<file path="src/rtl/chuva_filtro_if.sv">
// chuva_filtro_if: rain filter bundle (raw level and clear in, filtered level and status out).
//   chuva_raw[1:0], fault_clr      : driven by the sensor side (master)
//   chuva[1:0], chuva_upd, tick    : filtered level, update pulse, sample strobe (slave)
//   sensor_fault, forte_count[7:0] : sticky chatter flag, heavy-rain commit counter (slave)
interface chuva_filtro_if;
  logic [1:0] chuva_raw;
  logic       fault_clr;
  logic [1:0] chuva;
  logic       chuva_upd;
  logic       tick;
  logic       sensor_fault;
  logic [7:0] forte_count;
  modport master(output chuva_raw, fault_clr, input chuva, chuva_upd, tick, sensor_fault, forte_count);
  modport slave(input chuva_raw, fault_clr, output chuva, chuva_upd, tick, sensor_fault, forte_count);
endinterface

</file>
<file path="src/rtl/chuva_filtro.sv">
// chuva_filtro: synchronise and debounce the 2-bit rain sensor, flag chatter, count heavy-rain commits.
//   clk_2, reset_n (async, active low); bus: chuva_filtro_if.slave (see interface header).
//   Optional CHUVA_HIST_EN: falling commits need 2*STABLE_TICKS ticks.
module chuva_filtro #(
  parameter int DIV_BITS     = 2,
  parameter int STABLE_TICKS = 4,
  parameter int FAULT_LIMIT  = 6,
  parameter int WINDOW_TICKS = 16
) (
  input logic            clk_2,
  input logic            reset_n,
  chuva_filtro_if.slave  bus
);
`ifdef CHUVA_HIST_EN
  localparam int CW = 5;
  localparam int FALL_TICKS = 2 * STABLE_TICKS;
`else
  localparam int CW = 4;
  localparam int FALL_TICKS = STABLE_TICKS;
`endif
  typedef enum logic {STABLE, COUNT} state_t;
  state_t r_state, w_state;
  logic [DIV_BITS-1:0] r_div;
  logic r_tick, r_upd, r_fault, w_upd, w_fault, w_inc, w_wrap;
  logic [1:0] r_sync0, r_sync1, r_chuva, r_cand, w_chuva, w_cand;
  logic [CW-1:0] r_cnt, w_cnt, w_need;
  logic [7:0] r_win, w_win, r_forte, w_forte;
  logic [3:0] r_glitch, w_glitch, w_base;
  always_ff @(posedge clk_2 or negedge reset_n) begin
    if (!reset_n) begin
      r_div    <= '0;
      r_tick   <= 1'b0;
      r_sync0  <= 2'b10;
      r_sync1  <= 2'b10;
      r_state  <= STABLE;
      r_chuva  <= 2'b10;
      r_cand   <= 2'b10;
      r_cnt    <= '0;
      r_upd    <= 1'b0;
      r_fault  <= 1'b0;
      r_win    <= '0;
      r_glitch <= '0;
      r_forte  <= '0;
    end else begin
      r_div    <= r_div + 1'b1;
      r_tick   <= &r_div;
      r_sync0  <= bus.chuva_raw;
      r_sync1  <= r_sync0;
      r_state  <= w_state;
      r_chuva  <= w_chuva;
      r_cand   <= w_cand;
      r_cnt    <= w_cnt;
      r_upd    <= w_upd;
      r_fault  <= w_fault;
      r_win    <= w_win;
      r_glitch <= w_glitch;
      r_forte  <= w_forte;
    end
  end
  // Falling commits take the longer run only when hysteresis is built in.
  assign w_need = (r_cand < r_chuva) ? CW'(FALL_TICKS - 1) : CW'(STABLE_TICKS - 1);
  always_comb begin
    w_state = r_state;
    w_cand  = r_cand;
    w_cnt   = r_cnt;
    w_chuva = r_chuva;
    w_upd   = 1'b0;
    w_fault = r_fault;
    w_forte = r_forte;
    w_inc   = 1'b0;
    w_wrap  = r_tick && (r_win == 8'(WINDOW_TICKS - 1));
    w_win   = r_tick ? (w_wrap ? 8'd0 : r_win + 8'd1) : r_win;
    if (r_tick) begin
      if (r_state == STABLE) begin
        if (r_sync1 != r_chuva) begin
          w_cand  = r_sync1;
          w_cnt   = CW'(1);
          w_state = COUNT;
        end
      end else if (r_sync1 == r_cand) begin
        if (r_cnt == w_need) begin
          w_state = STABLE;
          // A faulted sensor keeps chuva pinned at 3; the run is simply dropped.
          if (!r_fault) begin
            w_chuva = r_cand;
            w_upd   = 1'b1;
            w_forte = (r_cand == 2'd3 && r_chuva != 2'd3 && r_forte != 8'd255) ? r_forte + 8'd1 : r_forte;
          end
        end else begin
          w_cnt = r_cnt + CW'(1);
        end
      end else if (r_sync1 == r_chuva) begin
        w_state = STABLE;
        w_inc   = 1'b1;
      end else begin
        w_cand = r_sync1;
        w_cnt  = CW'(1);
        w_inc  = 1'b1;
      end
    end
    // A glitch on the wrap tick is the first one of the new window; the count saturates at the limit.
    w_base   = w_wrap ? 4'd0 : r_glitch;
    w_glitch = w_base + {3'b000, w_inc && (w_base < 4'(FAULT_LIMIT))};
    if (w_inc && w_base == 4'(FAULT_LIMIT - 1)) begin
      w_fault = 1'b1;
      w_state = STABLE;
      w_chuva = 2'd3;
      w_upd   = r_chuva != 2'd3;
    end
    if (bus.fault_clr) begin
      w_fault  = 1'b0;
      w_glitch = '0;
      w_win    = '0;
      w_state  = STABLE;
      w_chuva  = r_chuva;
      w_upd    = 1'b0;
      w_forte  = r_forte;
    end
  end
  always_comb begin
    bus.chuva        = r_chuva;
    bus.chuva_upd    = r_upd;
    bus.tick         = r_tick;
    bus.sensor_fault = r_fault;
    bus.forte_count  = r_forte;
  end
endmodule
</file>
<file path="src/flat_wrapper.sv">
// flat-port wrapper written by rule: the top's interface ports become plain ports
module chuva_filtro_flat 
#(
  parameter int DIV_BITS     = 2,
  parameter int STABLE_TICKS = 4,
  parameter int FAULT_LIMIT  = 6,
  parameter int WINDOW_TICKS = 16
)
  (clk_2, reset_n, bus_chuva_raw, bus_fault_clr, bus_chuva, bus_chuva_upd, bus_tick, bus_sensor_fault, bus_forte_count);
  chuva_filtro_if bus_i ();
  input logic clk_2;
  input logic reset_n;
  input wire logic [$bits(bus_i.chuva_raw)-1:0] bus_chuva_raw;
  input wire logic [$bits(bus_i.fault_clr)-1:0] bus_fault_clr;
  output wire logic [$bits(bus_i.chuva)-1:0] bus_chuva;
  output wire logic [$bits(bus_i.chuva_upd)-1:0] bus_chuva_upd;
  output wire logic [$bits(bus_i.tick)-1:0] bus_tick;
  output wire logic [$bits(bus_i.sensor_fault)-1:0] bus_sensor_fault;
  output wire logic [$bits(bus_i.forte_count)-1:0] bus_forte_count;
  assign bus_i.chuva_raw = bus_chuva_raw;
  assign bus_i.fault_clr = bus_fault_clr;
  assign bus_chuva = bus_i.chuva;
  assign bus_chuva_upd = bus_i.chuva_upd;
  assign bus_tick = bus_i.tick;
  assign bus_sensor_fault = bus_i.sensor_fault;
  assign bus_forte_count = bus_i.forte_count;
  chuva_filtro #(.DIV_BITS(DIV_BITS), .STABLE_TICKS(STABLE_TICKS), .FAULT_LIMIT(FAULT_LIMIT), .WINDOW_TICKS(WINDOW_TICKS)) u_core (.clk_2(clk_2), .reset_n(reset_n), .bus(bus_i));
endmodule
</file>
<file path="config.mk">
export PLATFORM = sky130hd
export DESIGN_NAME = chuva_filtro_flat
export DESIGN_NICKNAME = d
export VERILOG_FILES = /design/src/rtl/chuva_filtro_if.sv /design/src/rtl/chuva_filtro.sv /design/src/flat_wrapper.sv
export SDC_FILE = /design/constraint.sdc
export NUM_CORES = 1
export LEC_CHECK = 0
export ABC_CLOCK_PERIOD_IN_PS = 2400
export CELL_PAD_IN_SITES_DETAIL_PLACEMENT = 0
export CELL_PAD_IN_SITES_GLOBAL_PLACEMENT = 2
export CORE_UTILIZATION = 36
export DETAILED_ROUTE_END_ITERATION = 10
export PLACE_DENSITY_LB_ADDON = 0.1
export SYNTH_ARGS = -nofsm -noshare
export SYNTH_HDL_FRONTEND = slang
export SYNTH_SLANG_ARGS = --single-unit
</file>
<file path="constraint.sdc">
create_clock -name clk_2 -period 2.4 [get_ports clk_2]
set_clock_uncertainty 0.05 [all_clocks]
set_input_delay 0.24 -clock clk_2 [delete_from_list [all_inputs] [get_ports clk_2]]
set_output_delay 0.24 -clock clk_2 [all_outputs]
set_load 0.03 [all_outputs]
</file>
==> results.py <==
metrics = {
    "logic_synthesis": {
        "synthCells": 171,
        "synth.avg_cell_area_um2": 10.59,
        "syn_nets": 182,
        "yosys.cell_types.count": 41,
        "ys_warn_count": 0,
        "yosys_register_bits": 38,
        "ys.flop_type": "dfrtp_1",
        "synth_enable_flop_cells": 0,
        "netlist_area_um2": 1812,
        "ys_async_sr_fraction_pct": 100.0,
        "ys_seq_area_share_pct": 52.76,
    },
    "cts": {
        "cts_root_buf": "clkbuf_8",
        "post-cts-setup-buffer-count": 0,
        "cts_hold_buf": 0,
        "clock_latency_ns": 0.28,
        "cts_tree": "built",
        "clkSlewWorstSetupHoldPaths_ns": 0.07,
        "cts_made_buffers": 5,
        "clkSinkCount": 38,
        "htreeDepth": 2,
        "cts.repair.resized": 0,
        "clockBufferDepth": 2,
    },
    "cells_and_area": {
        "diodes": 0,
        "drive_gt1_share_pct": 10.82,
        "final_area_um2": 2148,
        "final_common_cell": "dfrtp_1",
        "area_growth_pct": 18.58,
        "final_util_pct": 44.89,
        "mostFrequentLayoutCells": "dfrtp_1, clkdlybuf4s50_1, nand2_1, xor2_1, nor2_1",
        "fin_nets": 204,
    },
    "drt": {
        "wl_um": 3458,
        "firstDrtPassIters": 4,
        "wl_per_cell_um": 13.25,
        "routed_via_density": 4.950,
        "ant_nets": 0,
        "vias": 1292,
        "route.detailed.drc": 0,
        "drt_iter0_markers": 24,
    },
    "placement": {
        "place_congestion": 0.7327,
        "port_buffers": 17,
        "dpl_worst_slack_ns": 0.1204,
        "detailed_place.area_um2": 2057,
        "hpwl_um": 2490,
    },
    "timing": {
        "hold_viol": 0,
        "fin_ws_ns": 0.1240,
        "setup_tns_ns": 0,
        "maxSlewViolCount": 0,
        "fin_crit_sh_pct": 94.83,
        "grt_setup_unrepaired": "no",
        "slew_headroom_pct": 44.12,
        "hold_ws_ns": 0.005811,
        "setup_viol": 0,
        "post-route-min-period_ns": 2.276,
        "clock.fmax_mhz": 439.4,
        "tightest_slew_ns": 0.8382,
    },
    "power_and_ir_drop": {
        "powerDensity_nw_per_um2": 536.8,
        "ir_worst_vdd_v": 0.0003422,
        "p_leak_nw": 0.9716,
    },
    "worst_setup_path": {
        "r2r_start": "u_core.r_cnt[0]$_DFFE_PN0P_",
        "endpoint": "u_core.bus.forte_count[1]$_DFFE_PN0P_",
        "cp_max_fo": 12,
        "worstPathRequired_ns": 2.52,
        "reg2reg_to": "u_core.bus.forte_count[1]$_DFFE_PN0P_",
        "crit_type": "flip-flop to flip-flop",
        "cp-startpoint": "u_core.r_cnt[0]$_DFFE_PN0P_",
        "critPathCaptureType": "flip-flop",
        "ff2ff_path_depth": 5,
        "crit_path_start_kind": "flip-flop",
        "rrSetupSlack_ns": 0.12,
        "worstPathArrival_ns": 2.39,
    },
    "hold_path": {
        "min_path_type": "input pin to async pin",
    },
    "die": {
        "dieArea_um2": 5320,
        "io_pins": 18,
        "fp.dieH_um": 72.94,
        "coreArea_um2": 4786,
        "initial_utilization_pct": 37.86,
        "core.rowCount": 25,
        "die_w_um": 72.94,
    },
    "grt": {
        "grt_pass1_wl_um": 6003,
        "grt.total_usage_pct": 15.08,
        "grt_pass1_vias": 1275,
        "antenna_found_initial": 0,
        "grt_max_degree": 39,
        "overflow": 0,
    },
    "run_status": {
        "outcome": "finished clean",
    },
    "job": {
        "drv_cap": 0,
    },
}
==> stage by stage <==
stage | total power, mW | instances
after global placement | 0.7231 | 253
after floorplan | 0.6970 | 171
after detailed placement | 0.7249 | 253
after global routing | 1.213 | 261
final | 1.153 | 261
after CTS | 1.179 | 261
==> critical path, cell delays in order (launching register included) <==
cell	delay [ns]
dfrtp_1	0.38
ha_1	0.19
or4b_1	0.45
or4_4	0.52
nor2_1	0.22
mux2_1	0.35
==> flip-flops by register name (all words and copies together) (netlist names) <==
name	cells
u_core.bus.forte_count	8
u_core.r_win	8
u_core.r_cnt	4
u_core.r_glitch	4
u_core.bus.chuva	2
u_core.r_cand	2
u_core.r_div	2
u_core.r_sync0	2
u_core.r_sync1	2
u_core.bus.chuva_upd	1
u_core.bus.sensor_fault	1
u_core.bus.tick	1
u_core.r_state	1
==> worst min-delay path by stage <==
stage                                startpoint                         endpoint  slack (ns)
finish                                  reset_n      u_core.r_win[2]$_DFFE_PN0P_       0.006
global route                            reset_n      u_core.r_win[1]$_DFFE_PN0P_        0.08
CTS                                     reset_n      u_core.r_win[4]$_DFFE_PN0P_        0.05
detailed placement  u_core.r_sync0[0]$_DFF_PN0_      u_core.r_sync1[0]$_DFF_PN0_        0.29
global placement    u_core.r_sync0[0]$_DFF_PN0_      u_core.r_sync1[0]$_DFF_PN0_        0.30
floorplan                               reset_n  u_core.bus.chuva[0]$_DFFE_PN0P_       -0.11
==> cells by family (layout without fill, tap and decap cells) <==
kind of cell	Yosys count	count (layout)	share of synthesized area (%)
compound gates	26	26	9.047
xor+xnor	17	17	8.219
fa+ha+maj	6	6	4.144
buf+inv	12	35	2.901
flops	38	38	52.76
mux	3	3	1.865
simple gates	69	69	21.06
==> report_power, final <==
group	total (mW)	internal [mW]	switching (mW)
sequential	0.661	0.652	0.00893
combinational	0.0502	0.0173	0.0329
clock	0.442	0.232	0.210
==> cell type report <==
class                           count  area [µm²]
Timing Repair Buffer               20       187.7
Sequential cell                    38       955.9
Clock inverter                      1       5.005
Fill cell                         473        2638
Multi-Input combinational cell    121       803.3
Tap cell                           67       83.83
Inverter                            7       26.28
Clock buffer                        7       86.33
==> metal layers <==
layer	routed length (µm)	up-vias	share of wire (%)	GRT usage [%]
li1	-	648	-	-
met1	1660	620	48	19.51
met3	118	4	3.4	4.558
met5	0	-	0	0
met4	29	0	0.84	4.575
met2	1648	20	48	24.30
==> cells in the mapped netlist, types with 3 or more instances <==
cell	n	share of area, %
or3_1	4	1.4
nand2_1	15	3.1
clkbuf_1	4	0.83
dfrtp_1	34	47
nand4_1	3	1.0
inv_1	7	1.5
and2_1	3	1.0
ha_1	6	4.1
nor2_1	11	2.3
a21oi_1	9	2.5
xor2_1	15	7.3
o21ai_1	3	0.83
nor3_1	8	2.2
nand3_1	8	2.2
dfstp_2	4	5.8
(Power assumes the default switching activity.)
